<file path="config.mk">
export PLATFORM = sky130hd
export DESIGN_NAME = comparator_eq_serial_ctrl
export DESIGN_NICKNAME = d
export VERILOG_FILES = /design/src/rtl/comparator_eq_serial_ctrl_pkg.sv /design/src/rtl/comparator_eq_8bit.sv /design/src/rtl/comparator_eq_serial_ctrl.sv
export SDC_FILE = /design/constraint.sdc
export NUM_CORES = 1
export LEC_CHECK = 0
export CORE_MARGIN = 1.5
export CORE_UTILIZATION = 53
export DETAILED_ROUTE_END_ITERATION = 10
export PLACE_DENSITY = 0.85
export REMOVE_ABC_BUFFERS = 1
export SYNTH_ARGS = -nofsm -noshare
export SYNTH_HDL_FRONTEND = slang
export SYNTH_SLANG_ARGS = --single-unit
</file>
<file path="constraint.sdc">
create_clock -name clk -period 3.9 [get_ports clk]
set_clock_uncertainty 0.2 [all_clocks]
set_input_delay 0.585 -clock clk [delete_from_list [all_inputs] [get_ports clk]]
set_output_delay 0.585 -clock clk [all_outputs]
set_load 0.005 [all_outputs]
</file>
<file path="src/rtl/comparator_eq_serial_ctrl_pkg.sv">
// Shared constants and FSM encoding for the byte-serial equality comparator.
package comparator_eq_pkg;

  localparam int SLICE_W = 8;

  typedef enum logic [1:0] {
    S_IDLE = 2'd0,
    S_CMP  = 2'd1,
    S_DONE = 2'd2
  } cmp_state_t;

endpackage

</file>
<file path="src/rtl/comparator_eq_8bit.sv">
// Single byte equality slice, time-shared by the serial controller.
module comparator_eq_8bit
  import comparator_eq_pkg::*;
(
  input  logic [SLICE_W-1:0] i_a,
  input  logic [SLICE_W-1:0] i_b,
  output logic               o_eq
);

  assign o_eq = (i_a == i_b);

endmodule

</file>
<file path="src/rtl/comparator_eq_serial_ctrl.sv">
// Byte-serial a==b sequencer: one shared 8-bit slice, LSB byte first,
// valid/ready on request and result sides, optional early exit on mismatch.
module comparator_eq_serial_ctrl
  import comparator_eq_pkg::*;
#(
  parameter int N          = 32,
  parameter bit EARLY_EXIT = 1'b1
) (
  input  logic                 clk,
  input  logic                 rst,
  input  logic                 i_valid,
  output logic                 i_ready,
  input  logic [N-1:0]         a,
  input  logic [N-1:0]         b,
  output logic                 o_valid,
  input  logic                 o_ready,
  output logic                 out,
  output logic [$clog2(N/8):0] o_cycles
);

  localparam int                SLICES = N / SLICE_W;
  localparam int                IDX_W  = $clog2(SLICES) + 1;
  localparam logic [IDX_W-1:0]  LAST   = IDX_W'(SLICES - 1);
  localparam logic [IDX_W-1:0]  FULL   = IDX_W'(SLICES);

  cmp_state_t         r_state;
  logic [IDX_W-1:0]   r_idx;
  logic [N-1:0]       r_a;
  logic [N-1:0]       r_b;
  logic               r_match;
  logic               r_out;
  logic [IDX_W-1:0]   r_cycles;

  logic [SLICE_W-1:0] w_a_byte;
  logic [SLICE_W-1:0] w_b_byte;
  logic               w_byte_eq;

  // Explicit decode keeps the select inside the operand range for any idx value.
  always_comb begin
    w_a_byte = '0;
    w_b_byte = '0;
    for (int i = 0; i < SLICES; i++) begin
      if (r_idx == IDX_W'(i)) begin
        w_a_byte = r_a[i*SLICE_W +: SLICE_W];
        w_b_byte = r_b[i*SLICE_W +: SLICE_W];
      end
    end
  end

  comparator_eq_8bit u_slice (
    .i_a  (w_a_byte),
    .i_b  (w_b_byte),
    .o_eq (w_byte_eq)
  );

  always_ff @(posedge clk) begin
    if (rst) begin
      r_state  <= S_IDLE;
      r_idx    <= '0;
      r_a      <= '0;
      r_b      <= '0;
      r_match  <= 1'b1;
      r_out    <= 1'b0;
      r_cycles <= '0;
    end else begin
      case (r_state)
        S_IDLE: begin
          if (i_valid) begin
            r_a     <= a;
            r_b     <= b;
            r_idx   <= '0;
            r_match <= 1'b1;
            r_state <= S_CMP;
          end
        end
        S_CMP: begin
          r_match <= r_match & w_byte_eq;
          // idx returns to 0 on exit so its registered value stays within range.
          if (EARLY_EXIT && !w_byte_eq) begin
            r_out    <= 1'b0;
            r_cycles <= r_idx + 1'b1;
            r_idx    <= '0;
            r_state  <= S_DONE;
          end else if (r_idx == LAST) begin
            r_out    <= r_match & w_byte_eq;
            r_cycles <= FULL;
            r_idx    <= '0;
            r_state  <= S_DONE;
          end else begin
            r_idx <= r_idx + 1'b1;
          end
        end
        S_DONE: begin
          if (o_ready) r_state <= S_IDLE;
        end
        default: r_state <= S_IDLE;
      endcase
    end
  end

  assign i_ready  = (r_state == S_IDLE);
  assign o_valid  = (r_state == S_DONE);
  assign out      = r_out;
  assign o_cycles = r_cycles;

endmodule

</file>
* Word-level counts from Yosys, hierarchy flattened
Cells that the tools add are included.
** Storage, ports and cells
- Register bits :: 74
- Bits in latches :: 0
- Bits in writable memories :: 0
- Memory bits (read-only) :: 0
- Output and inout port bits :: 6
- Word-level logic and storage cells :: 49
- Memories kept :: 0
** Operators by class
- Add/sub/neg operators :: 1
- Multiply operators :: 0
- Divide/modulo/power cells :: 0
- Order comparisons :: 0
- Equal/unequal tests :: 10
- Shifts and indexed selects :: 0
- Muxes and demuxes :: 23
- Bitwise logic cells :: 1
- Reduce and logical (&&, ||, !) cells :: 7
** Operators with widths (count)
- 8-bit 2-to-1 mux :: 8
- 3-bit 2-to-1 mux :: 5
- 8-bit equality test :: 1
- 2-bit 2-to-1 mux :: 4
- 3-bit by 2-bit equality test with 1-bit output, second input constant :: 2
- 2-bit case mux with 3 select lines :: 1
- 3-bit case mux with 2 select lines :: 1
- 2-bit AND reduction :: 3
- 2-bit by 1-bit inequality test with 1-bit output, second input constant :: 2
- 3-bit by 1-bit adder with 3-bit output, second input constant :: 1
- 3-bit by 1-bit equality test with 1-bit output, second input constant :: 1
- 3-bit logical NOT :: 1
- 1-bit 2-to-1 mux :: 3
- 3-bit inequality test, second input constant :: 1
- 3-bit AND reduction :: 1
- 2-bit by 1-bit equality test with 1-bit output, second input constant :: 1
- 2-bit equality test, second input constant :: 1
- 2-bit logical NOT :: 1
- 2-bit inequality test, second input constant :: 1
- 1-bit case mux with 2 select lines :: 1
- 2-bit nonzero test :: 1
- 1-bit AND :: 1

* Logic depth before layout (Yosys ltp)
- Word-level depth :: 9
- Gate-level depth with buffers :: 8

* Modules after synthesis
From an unflattened synthesis, not the netlist that was laid out.
** Unflattened totals
- Cell total of the unflattened synthesis :: 424
- Area total of the unflattened synthesis :: 3231.8 um^2
** By module, submodules not included
- comparator_eq_serial_ctrl :: instances 1, cells an instance 413, area each 3145.5 um^2
- comparator_eq_8bit :: instances 1, cells an instance 11, area each 86.3 um^2

* Worst setup path after synthesis
No wires, ideal clock.
- Path kind :: register to register
- Start point :: reg r_a[12]
- End point :: reg r_cycles[2], in the netlist o_cycles[2]
- Library setup time :: 0.129 ns
- Arrival :: 1.591 ns
- Data required time :: 3.571 ns
- Path slack :: 1.980 ns
- Stages on the path, launching flop included :: 7
- Period minus slack after synthesis :: 1.920 ns
- Cells stage by stage :: dfxtp_1 xor2_1 nor4_1 a21oi_1 o41ai_4 nor2b_1 nor3_2
** On the way
- Word-level cells in the longest chain between the ends :: 6
- Elaborated cells on any way between the ends :: 7
- Classes of those cells :: eq/ne: 2; mux: 4; reduce/logical: 1
** RTL lines
- start, declared :: line comparator_eq_serial_ctrl.sv:28 : logic [N-1:0] r_a;
- start signal, assigned :: line comparator_eq_serial_ctrl.sv:60 : r_a <= '0;
- start signal, assigned :: line comparator_eq_serial_ctrl.sv:69 : r_a <= a;
- 8-bit 2-to-1 mux * (3 in a row) :: line comparator_eq_serial_ctrl.sv:43 : if (r_idx == IDX_W'(i)) begin
- 8-bit equality test * :: line comparator_eq_8bit.sv:10 : assign o_eq = (i_a == i_b);
- 2-bit by 1-bit inequality test with 1-bit output (no source line)
- 2-bit AND reduction (no source line)
- end signal, assigned :: line comparator_eq_serial_ctrl.sv:81 : r_cycles <= r_idx + 1'b1;
- end, declared :: line comparator_eq_serial_ctrl.sv:32 : logic [IDX_W-1:0] r_cycles;
Mark *: on every way between the ends. The rest lies on a longest branch, timed or not.
A chain may end at the register's enable or synchronous reset.

* Worst setup path in the final report
- Start point :: in i_valid
- End point :: reg r_a[3]
** On the way
- Word-level cells in the longest chain between the ends :: 1
** RTL lines
- start, declared :: line comparator_eq_serial_ctrl.sv:11 : input logic i_valid,
- 2-bit AND reduction (no source line)
No other way between the ends.

==> results.json <==
{
  "grt_use_total_pct": 21.6,
  "cts_made_buffers": 9,
  "start_util_pct": 55.4,
  "ant_nets": 0,
  "synth_top_area_share_pct": 48.3,
  "dp.final_hpwl_um": 4380,
  "max_freq_mhz": 430,
  "rsz0062_at_grt": "false",
  "required_ns": 3.95,
  "nFillCells": 430,
  "grt_overflow": 0,
  "grt_max_degree": 65,
  "wl_um": 6430,
  "synth_ff_type": "dfxtp_1",
  "gp_congestion": 0.714,
  "drv_cap": 0,
  "hold_class": "reg -> reg",
  "cp_max_fo": 35,
  "r2r_cells": 6,
  "die_h_um": 79.1,
  "cts_setup_buffers": 0,
  "wl_per_cell_um": 12.2,
  "drcViolationCount": 0,
  "avgSynthCellArea_um2": 8.01,
  "synth_edf_count": 0,
  "fin_nets": 522,
  "numPortBuffers": 73,
  "whs_path_depth": 2,
  "slew_violations": 0,
  "place_ws_ns": 1.25,
  "netlist_top_cells_count": "nand2_1, dfxtp_1, a21oi_1, clkbuf_1",
  "p_seq_share_pct": 47.0,
  "synth_area_leader_cell": "dfxtp_1",
  "yosysMostFrequentCell": "nand2_1",
  "synthDistinctLibCells": 30,
  "cts.path.max_buffers": 2,
  "synth_cells": 383,
  "clock_latency_ns": 0.33,
  "cts_root_buffer": "clkbuf_8",
  "viasPerCell": 5.11,
  "critical_path_class": "in -> reg",
  "synth_compound_area_share_pct": 13.6,
  "yosys-top-cells-area": "dfxtp_1, nand2_1, a21oi_1",
  "switchingPower_mw": 0.475,
  "cts_tree": "done",
  "cts_hold_buf": 0,
  "grt_pass1_vias": 2520,
  "fin_total_pwr_mw": 1.83,
  "htree_levels": 3,
  "clk_pin_slew_ns": 0.07,
  "max-vdd-ir-drop_mv": 0.341,
  "worst_slack_ns": 1.57,
  "status": "complete, no violations",
  "placed_cells": 509,
  "num_rows": 27,
  "grt_pass1_wl_um": 10600,
  "first_pass_iters": 4,
  "finalHoldViolCount": 0,
  "p_sw_share_pct": 25.9,
  "cts_resized": 0,
  "pwr-share-comb_pct": 18.0,
  "pin_count": 74,
  "drt-initial-drc-count": 161,
  "end_kind": "flip-flop",
  "synth_mux_area_share_pct": 0.326,
  "cp.arrival_ns": 2.38,
  "final_cells": 525,
  "antennaDiodeCount": 0,
  "clock-sinks": 74,
  "synth-simple-area-share_pct": 22.9,
  "final_area_um2": 4040,
  "synthAdderAreaFrac_pct": 2.45,
  "relSlewSlack_pct": 25.3,
  "num_vias": 2682,
  "power.share.clock_pct": 35.0,
  "netlist_area_um2": 3070,
  "die_area_um2": 6250,
  "yosysSeqAreaShare_pct": 48.3,
  "layout-drive-gt1-share_pct": 5.08,
  "die_w_um": 79.1,
  "multi_input_area_um2": 1490,
  "synthXorXnorAreaFrac_pct": 9.14,
  "setup_violations": 0,
  "startpoint_type": "input port",
  "period_share_pct": 59.7,
  "finalSetupTns_ns": 0,
  "intPower_mw": 1.36,
  "postPlaceCellArea_um2": 3820,
  "seqCellArea_um2": 1480,
  "area_growth_pct": 31.8,
  "synth.ff_latch_count": 74,
  "pwr_density_cell_nw_per_um2": 453,
  "synth_top_family_by_area": "simple AND/OR/NAND/NOR gates",
  "core_um2": 5540,
  "antenna_found_initial": 0,
  "ys_async_sr_fraction_pct": 0,
  "period_minus_slack_ns": 2.33,
  "ys_warn_count": 0,
  "worst_pin_slew_ns": 1.12,
  "p_leak_nw": 1.57
}
[final timing paths]
| path | startpoint | end | slack [ns] |
|---|---|---|---|
| worst min register to register | out | out | 0.26 |
| worst max-delay path | i_valid | r_a[3] | 1.57 |
| worst min-delay path | out | out | 0.26 |
| worst max register to register | r_a[13] | o_cycles[2] | 1.65 |
[state kept, by name, summed over array words and instances (netlist names)]
signal,cells
r_state,2
r_a,32
out,1
o_cycles,3
r_match,1
r_idx,3
r_b,32
[power groups by stage]
stage	Combinational (mW)	Clock, mW	Sequential, mW
5_1_grt	0.368	0.689	0.867
2_1_floorplan	0.190	0	0.870
3_5_place_dp	0.329	0	0.878
4_1_cts	0.332	0.652	0.860
6_report	0.330	0.642	0.860
3_3_place_gp	0.321	0	0.874
[worst max-delay path, stage by stage]
cell             delay (ns)
clkdlybuf4s50_1        0.53
and2_2                 0.57
buf_4                  0.41
nand2_1                0.12
a21oi_1                0.15
[layer usage]
layer / vias up / global-route usage [%] / share of wire, %
met4: 0 / 9.30 / 1.8
met2: 69 / 38.2 / 49
met3: 13 / 5.17 / 4.8
li1: 1378 / - / -
met1: 1222 / 24.8 / 44
met5: - / 0 / 0
[layout by cell type, fill, tap and decap left out, types with 2 or more instances in the layout]
master and n:
clkbuf_8 10, nand3b_1 3, xor2_1 16, nor2b_1 2
inv_1 6, ha_1 6, bufinv_16 2, nor3_1 3
buf_4 2, xnor2_1 16, nand3_1 2, dfxtp_1 74
nand4_1 3, nand2b_1 2, clkinv_2 2, nor4_1 4
clkdlybuf4s50_1 72, a21oi_1 68, nand2_1 136, nor2_1 7
[area by class of cell]
cell class,count,share of cell area (%)
multi-input combinational,282,36.8
sequential,74,36.6
timing repair buffer,75,18.3
clock buffer,11,3.50
tap,72,2.23
clock inverter,5,1.92
inverter,6,0.557
[cell families (layout without fill, tap and decap cells)]
family          after synthesis  in the layout
simple gates                168            168
compound gates               75             75
flops                        74             74
xor+xnor                     32             32
buf+inv                      27             97
fa+ha+maj                     6              6
mux                           1              1
[stage by stage]
stage / util, % / hold WS, ns
floorplan: - / 0.242
CTS: 73.0 / 0.265
detailed placement: 69.0 / 0.252
finish: 73.0 / 0.263
global placement: 69.0 / 0.245
global route: 73.0 / 0.284
(Power assumes the default switching activity.)
